`src/rtl/sha256_block_core.sv`:
```
// Single-block SHA-256 compression from the standard IV, one round per clock.
// Digest is valid 65 cycles after acceptance and is held until the initiator soft-clears.
module sha256_block_core #(
  parameter int ROUNDS = 64
) (
  input  logic         clk,
  input  logic         reset,
  input  logic         sha_reset_n,
  input  logic         sha_init,
  input  logic [511:0] sha_block,
  output logic         sha_ready,
  output logic [255:0] sha_digest,
  output logic         sha_digest_valid
);

  typedef enum logic [1:0] {S_IDLE, S_ROUNDS, S_FINAL, S_DONE} state_t;

  localparam logic [255:0] IV = {
    32'h6a09e667, 32'hbb67ae85, 32'h3c6ef372, 32'ha54ff53a,
    32'h510e527f, 32'h9b05688c, 32'h1f83d9ab, 32'h5be0cd19
  };

  // K[0] sits in the top word so round t reads slice (63 - t).
  localparam logic [2047:0] K_ROM = {
    32'h428a2f98, 32'h71374491, 32'hb5c0fbcf, 32'he9b5dba5, 32'h3956c25b, 32'h59f111f1, 32'h923f82a4, 32'hab1c5ed5,
    32'hd807aa98, 32'h12835b01, 32'h243185be, 32'h550c7dc3, 32'h72be5d74, 32'h80deb1fe, 32'h9bdc06a7, 32'hc19bf174,
    32'he49b69c1, 32'hefbe4786, 32'h0fc19dc6, 32'h240ca1cc, 32'h2de92c6f, 32'h4a7484aa, 32'h5cb0a9dc, 32'h76f988da,
    32'h983e5152, 32'ha831c66d, 32'hb00327c8, 32'hbf597fc7, 32'hc6e00bf3, 32'hd5a79147, 32'h06ca6351, 32'h14292967,
    32'h27b70a85, 32'h2e1b2138, 32'h4d2c6dfc, 32'h53380d13, 32'h650a7354, 32'h766a0abb, 32'h81c2c92e, 32'h92722c85,
    32'ha2bfe8a1, 32'ha81a664b, 32'hc24b8b70, 32'hc76c51a3, 32'hd192e819, 32'hd6990624, 32'hf40e3585, 32'h106aa070,
    32'h19a4c116, 32'h1e376c08, 32'h2748774c, 32'h34b0bcb5, 32'h391c0cb3, 32'h4ed8aa4a, 32'h5b9cca4f, 32'h682e6ff3,
    32'h748f82ee, 32'h78a5636f, 32'h84c87814, 32'h8cc70208, 32'h90befffa, 32'ha4506ceb, 32'hbef9a3f7, 32'hc67178f2
  };

  function automatic logic [31:0] rotr(input logic [31:0] x, input int unsigned n);
    return (x >> n) | (x << (32 - n));
  endfunction

  state_t        state_q;
  logic [5:0]    cnt_q;
  logic [31:0]   a_q, b_q, c_q, d_q, e_q, f_q, g_q, h_q;
  logic [31:0]   w_q [16];
  logic          ready_q, valid_q;
  logic [255:0]  digest_q;

  logic [31:0]   k_t, s0, s1, ch, maj, t1, t2, a_d, e_d, w_d;
  logic [255:0]  digest_d;

  always_comb begin
    k_t = K_ROM[{~cnt_q, 5'd0} +: 32];
    s1  = rotr(e_q, 6) ^ rotr(e_q, 11) ^ rotr(e_q, 25);
    ch  = (e_q & f_q) ^ (~e_q & g_q);
    s0  = rotr(a_q, 2) ^ rotr(a_q, 13) ^ rotr(a_q, 22);
    maj = (a_q & b_q) ^ (a_q & c_q) ^ (b_q & c_q);
    t1  = h_q + s1 + ch + k_t + w_q[0];
    t2  = s0 + maj;
    a_d = t1 + t2;
    e_d = d_q + t1;
    // Window head is W[t]; the tail entry being produced is W[t+16].
    w_d = (rotr(w_q[14], 17) ^ rotr(w_q[14], 19) ^ (w_q[14] >> 10)) + w_q[9]
        + (rotr(w_q[1], 7) ^ rotr(w_q[1], 18) ^ (w_q[1] >> 3)) + w_q[0];
    digest_d = {IV[255:224] + a_q, IV[223:192] + b_q, IV[191:160] + c_q, IV[159:128] + d_q,
                IV[127:96]  + e_q, IV[95:64]    + f_q, IV[63:32]    + g_q, IV[31:0]     + h_q};
  end

  always_ff @(posedge clk) begin
    if (reset) begin
      state_q  <= S_IDLE;
      cnt_q    <= 6'd0;
      {a_q, b_q, c_q, d_q, e_q, f_q, g_q, h_q} <= 256'd0;
      for (int i = 0; i < 16; i++) w_q[i] <= 32'd0;
      ready_q  <= 1'b1;
      valid_q  <= 1'b0;
      digest_q <= 256'd0;
    end else begin
      case (state_q)
        S_IDLE: begin
          if (sha_reset_n && sha_init) begin
            for (int i = 0; i < 16; i++) w_q[i] <= sha_block[511 - 32*i -: 32];
            {a_q, b_q, c_q, d_q, e_q, f_q, g_q, h_q} <= IV;
            cnt_q   <= 6'd0;
            ready_q <= 1'b0;
            state_q <= S_ROUNDS;
          end
        end
        S_ROUNDS: begin
          if (!sha_reset_n) begin
            ready_q <= 1'b1;
            valid_q <= 1'b0;
            state_q <= S_IDLE;
          end else begin
            {a_q, b_q, c_q, d_q} <= {a_d, a_q, b_q, c_q};
            {e_q, f_q, g_q, h_q} <= {e_d, e_q, f_q, g_q};
            for (int i = 0; i < 15; i++) w_q[i] <= w_q[i + 1];
            w_q[15] <= w_d;
            cnt_q   <= cnt_q + 6'd1;
            if (cnt_q == 6'(ROUNDS - 1)) state_q <= S_FINAL;
          end
        end
        S_FINAL: begin
          if (!sha_reset_n) begin
            ready_q <= 1'b1;
            valid_q <= 1'b0;
            state_q <= S_IDLE;
          end else begin
            digest_q <= digest_d;
            valid_q  <= 1'b1;
            ready_q  <= 1'b1;
            state_q  <= S_DONE;
          end
        end
        S_DONE: begin
          // Further start requests are ignored until the initiator clears us.
          if (!sha_reset_n) begin
            valid_q <= 1'b0;
            state_q <= S_IDLE;
          end
        end
        default: state_q <= S_IDLE;
      endcase
    end
  end

  assign sha_ready        = ready_q;
  assign sha_digest_valid = valid_q;
  assign sha_digest       = digest_q;

endmodule

```
`config.mk`:
```
export PLATFORM = sky130hd
export DESIGN_NAME = sha256_block_core
export DESIGN_NICKNAME = d
export VERILOG_FILES = /design/src/rtl/sha256_block_core.sv
export SDC_FILE = /design/constraint.sdc
export NUM_CORES = 2
export LEC_CHECK = 0
export CAP_MARGIN = 20
export CORE_ASPECT_RATIO = 1.4
export CORE_MARGIN = 2
export CORE_UTILIZATION = 25
export DETAILED_ROUTE_END_ITERATION = 7
export GPL_TIMING_DRIVEN = 0
export PLACE_DENSITY_LB_ADDON = 0.05
export SLEW_MARGIN = 5
export SYNTH_ARGS = -nofsm -noshare
export SYNTH_HDL_FRONTEND = slang
export SYNTH_SLANG_ARGS = --single-unit
```
`constraint.sdc`:
```
create_clock -name clk -period 46.5 [get_ports clk]
set_clock_uncertainty 0.05 [all_clocks]
set_input_delay 13.95 -clock clk [delete_from_list [all_inputs] [get_ports clk]]
set_output_delay 13.95 -clock clk [all_outputs]
set_load 0.02 [all_outputs]
```
======== After elaboration in Yosys (flattened, before gate mapping) ========
Memories as Yosys holds them, arrays and structs flattened.
Cells that the tools add are included.
operators by class
  add/sub/neg operators ................... 19
  equal/unequal tests ..................... 10
  shift operators ......................... 1
  muxes and demuxes ....................... 80
  bitwise gates (word level) .............. 60
  reductions and logical operators ........ 11
operator list
  cell                                                            number
  variable part select 2048 x 12 -> 32 bit, first input constant  1
  two-way mux 32 bit                                              48
  one-hot mux 32 bit (2 select lines)                             8
  adder 32 bit                                                    10
  bitwise XOR 32 bit                                              9
  AND 32 bit                                                      5
  adder 31 x 32 -> 32 bit, first input constant                   3
  adder 32 bit, first input constant                              3
  adder 29 x 32 -> 32 bit, first input constant                   1
  adder 30 x 32 -> 32 bit, first input constant                   1
  inverter 32 bit                                                 1
  bitwise OR 1 bit                                                32
  bitwise OR 10 x 32 -> 32 bit                                    1
  bitwise OR 13 x 32 -> 32 bit                                    1
  bitwise OR 14 x 32 -> 32 bit                                    1
  bitwise OR 15 x 32 -> 32 bit                                    1
  bitwise OR 19 x 32 -> 32 bit                                    1
  bitwise OR 21 x 32 -> 32 bit                                    1
  bitwise OR 25 x 32 -> 32 bit                                    1
  bitwise OR 26 x 32 -> 32 bit                                    1
  bitwise OR 30 x 32 -> 32 bit                                    1
  bitwise OR 7 x 32 -> 32 bit                                     1
  bitwise XOR 32 x 22 -> 32 bit                                   1
  bitwise XOR 32 x 29 -> 32 bit                                   1
  other kinds (21)                                                47
storage, ports and cells
  register bits ........................... 522
  memory bits (writable) .................. 512
  input port bits ......................... 516
  logic and storage cells ................. 195
  memories ................................ 1
memories
  memory  depth  width  rd ports  clocked after memory_dff  write ports  RTL line  text
  w_q     16     32     16        0                         16           42        logic [31:0] w_q [16];

======== Longest topological paths before layout ========
  word-level depth ........................ 10
  depth in mapped cells ................... 41

======== Least setup slack after synthesis ========
Ideal clock, no wire load.
  kind .................................... input port to flip-flop
  from .................................... input sha_reset_n
  to ...................................... memory w_q[3][4], in the netlist w_q[0][100] (enable)
  setup time .............................. 1.118 ns
  arrival ................................. 29.898 ns
  setup slack ............................. 15.434 ns
  cell stages on the path ................. 3
  path buffers ............................ 1
  path through ............................ clkbuf_1 inv_1 o21ai_0
RTL lines
  element             RTL line  text
  start: declaration  8         input logic sha_reset_n,
  end: declaration    42

==> reports/results.txt <==
kind of end point of the critical path: flop
clock-pin slew on the worst setup and hold paths: 60 ps
flop2flop setup slack: 32450 ps
I/O pin total: 774
count of cells resized by post-cts repair: 0
router iterations before antenna repair: 8
post-layout worst setup margin: 28380 ps
post-CTS repair timing setup buffer count: 0
number of maximum-capacitance violations: 0
iteration-0 DRC count of the detailed router: 4098
worst hold slack across all endpoints: 401 ps
maximum single-stage delay on the critical path: 850 ps
sum of net half-perimeters after detailed placement: 287 mm
mapped cell area: 59900 µm²
number of sinks handled by clock tree synthesis: 1034
number of buffers between clock root and the deepest sink: 3
Num CTS Buffers: 117
crit path cell chain: clkdlybuf4s50_1 > clkbuf_1 > inv_1 > clkbuf_1 > clkbuf_2 > o21ai_4 > buf_16 > buf_12 > buf_12 > buf_12 > buf_16 > buf_16
die footprint: 244000 µm²
Worst setup SP type: primary input
number of global-route vias before repair: 55511
setup TNS after final layout: 0 ps
Synth Net Count: 7399
post-synthesis sequential area ratio: 43.1%
slowest cell on the critical path: sky130_fd_sc_hd__clkbuf_1
Hold Path Depth: 2
effective utilization at floorplan: 25.2%
clock insertion delay at the later pin of the skew report: 800 ps
Die Height: 583 µm
TritonCTS clock tree: yes
Seq cells post-synth: 1034
wire length of the first global-routing pass: 463 mm
reported leakage power: 27.7 nW
global routing usage summed across all routing layers: 27.6%
routed wire length: 346 mm
FFs w/ async S/R, synth: 0%
via density per instance: 5.06
Yosys warning count: 0
average instance area after synthesis: 9.17 µm²
maximum fanout along the worst path: 26
pin count of the biggest net entering global routing: 27
HP Class: reg -> reg
Post-Syn Instances: 6534
RR Startpoint: cnt_q[1]$_SDFFE_PP0P_
NumNets Final: 8355
reg2reg end: a_q[31]$_SDFFE_PP0P_
filler instances: 25221
startpoint of the lowest-slack hold path: sha_digest[216]$_SDFFE_PP0P_
pre-CTS WS: 27550 ps
buffer type at the clock tree root: sky130_fd_sc_hd__clkbuf_16
placed cell count: 10474
Routed Antenna Nets: 0
WHS Endpoint: sha_digest[216]$_SDFFE_PP0P_
RSZ-0062 raised after global routing: no
detailed-route DRC error count: 0
Syn-to-layout area delta: 28.1%
worst-case vdd ir drop: 0.0000993 V
# H-tree levels: 3
GPL Wtd Cong: 0.928
total cell area at the placement stage: 72700 µm²
post-layout instance area: 76800 µm²
number of hold-repair buffers added at the cts stage: 0
cell depth of the worst flop-to-flop path: 35
Worst Tran Pin Value: 1220 ps
initial antenna violation count: 93
per-cell routed wire length: 32.3 µm
data arrival time of the worst path: 18560 ps
number of failing setup endpoints in the final timing report: 0
status: completed
GRT Residual Overflow: 0
area of the core: 238000 µm²
Final Instance Count excl. Fillers: 10724
Distinct cells, synth: 96
number of hold-slack violations in the final timing report: 0
via count of the routed design: 54258
data required time at the worst endpoint: 46940 ps
number of buffer cells added on primary ports: 773
time the final worst path needs with I/O delays and setup: 18120 ps
period utilisation layout: 39.0%
number of enable-type register cells in the synthesized netlist: 512
power density normalized to cell area: 79.9 nW/µm²
placement row count: 212
achievable frequency: 0.0552 GHz
width of the die: 418 µm
Final Max Tran Viols: 0
headroom to the max-slew limit: 18.1%
layout cells sized above 1: 5.93%
critical path class: in -> reg
flip-flop cell with the highest count after synthesis: sky130_fd_sc_hd__dfxtp_1
## synth_stat cells, drive strengths merged, types with 8 or more instances
cell type / number / share of area, %
nor2: 539 / 3.4
o41ai: 9 / 0.18
and2: 19 / 0.20
mux2: 20 / 0.38
ha: 162 / 3.4
a31o: 8 / 0.12
and3: 34 / 0.35
o31ai: 22 / 0.29
xnor2: 373 / 5.5
o21ai: 436 / 3.7
clkbuf: 450 / 2.8
nor3: 103 / 0.87
a21oi: 489 / 4.1
a311oi: 45 / 0.69
nor4: 11 / 0.14
maj3: 22 / 0.37
dfxtp: 522 / 17
a22o: 121 / 1.8
o21a: 37 / 0.46
nand2: 1175 / 7.4
o311ai: 11 / 0.19
a211oi: 138 / 1.7
a21boi: 12 / 0.15
mux2i: 19 / 0.32
nand2b: 27 / 0.28
a31oi: 28 / 0.33
o22ai: 12 / 0.13
or3: 45 / 0.47
o21bai: 19 / 0.25
or2: 11 / 0.12
o221a: 73 / 1.4
a221oi: 14 / 0.22
xor2: 144 / 2.1
nor2b: 27 / 0.28
fa: 187 / 6.2
a22oi: 109 / 1.4
nand4: 11 / 0.11
edfxtp: 512 / 26
nand3: 62 / 0.52
a21o: 80 / 1.0
inv: 232 / 1.5
a2111oi: 10 / 0.20
o211ai: 25 / 0.31
buf: 44 / 0.30
## metrics by stage
step / power [W] / util [%]
6_report: 0.00614 / 32.2
5_1_grt: 0.00649 / 32.2
4_1_cts: 0.00612 / 32.2
3_5_place_dp: 0.00509 / 30.5
3_3_place_gp: 0.00504 / 30.0
2_1_floorplan: 0.00364 / -
## where the power goes
part           internal (W)  total, W  switching (W)
Combinational       0.00145   0.00401        0.00256
Clock              0.000562  0.000993       0.000431
Sequential          0.00105   0.00114      0.0000848
Total               0.00307   0.00614        0.00307
## layout by cell type (no fill, tap or decap), types with 136 or more instances in the layout
| cell type | synthesis | final |
|---|---|---|
| sky130_fd_sc_hd__nand2_1 | 1175 | 1175 |
| sky130_fd_sc_hd__clkdlybuf4s50_1 | 0 | 773 |
| sky130_fd_sc_hd__nor2_1 | 539 | 538 |
| sky130_fd_sc_hd__dfxtp_1 | 522 | 522 |
| sky130_fd_sc_hd__edfxtp_1 | 512 | 512 |
| sky130_fd_sc_hd__a21oi_1 | 480 | 479 |
| sky130_fd_sc_hd__clkbuf_1 | 450 | 453 |
| sky130_fd_sc_hd__o21ai_0 | 407 | 404 |
| sky130_fd_sc_hd__xnor2_1 | 373 | 366 |
| sky130_fd_sc_hd__inv_1 | 232 | 232 |
| sky130_fd_sc_hd__fa_1 | 187 | 187 |
| sky130_fd_sc_hd__ha_1 | 162 | 162 |
| sky130_fd_sc_hd__xor2_1 | 144 | 143 |
| sky130_fd_sc_hd__a211oi_1 | 136 | 136 |
## worst max-delay path by stage
stage                startpoint                         to  slack [ps]
floorplan           sha_reset_n  w_q[0][100]$_SDFFCE_PN0P_       15430
global placement    sha_reset_n  w_q[0][171]$_SDFFCE_PN0P_        6490
detailed placement        reset  w_q[0][171]$_SDFFCE_PN0P_       27550
finish                    reset  w_q[0][171]$_SDFFCE_PN0P_       28380
global route              reset  w_q[0][171]$_SDFFCE_PN0P_       28290
CTS                       reset  w_q[0][171]$_SDFFCE_PN0P_       28380
## registers in the layout, summed over array words and instances (netlist names), 2 cells and up
name	flops
w_q	512
sha_digest	256
d_q	32
f_q	32
b_q	32
c_q	32
cnt_q	6
e_q	32
h_q	32
g_q	32
a_q	32
state_q	2
## worst max-delay path: cells and delay by family
| family | cells | cell delay, ps |
|---|---|---|
| buf+inv | 11 | 4100 |
| compound gates | 1 | 430 |
## kinds of logic after synthesis
family          Yosys count  share of synthesized area [%]
simple gates           2086                           14.4
compound gates         1751                           19.4
flops                  1034                           43.1
buf+inv                 728                           4.58
xor+xnor                518                           7.59
fa+ha+maj               371                           10.0
mux                      46                          0.956
## per-layer routing
metal	GRT usage (%)	vias up	wire length (µm)
met4	15.9	110	23800
met2	51.5	1920	181000
li1	-	24863	-
met3	5.81	654	20300
met1	28.2	26711	121000
met5	0	-	692
## area by class of cell
type / count / area (µm²) / area share, %
sequential: 1034 / 25800 / 33.6
multi-input combinational: 4772 / 31500 / 41.0
tap: 3103 / 3880 / 5.06
clock buffer: 148 / 3190 / 4.15
buffer: 494 / 1890 / 2.46
inverter: 234 / 878 / 1.14
timing repair buffer: 837 / 8800 / 11.5
clock inverter: 66 / 767 / 0.999
antenna: 36 / 90.1 / 0.117
No activity file was read; power rests on OpenSTA's default activity.
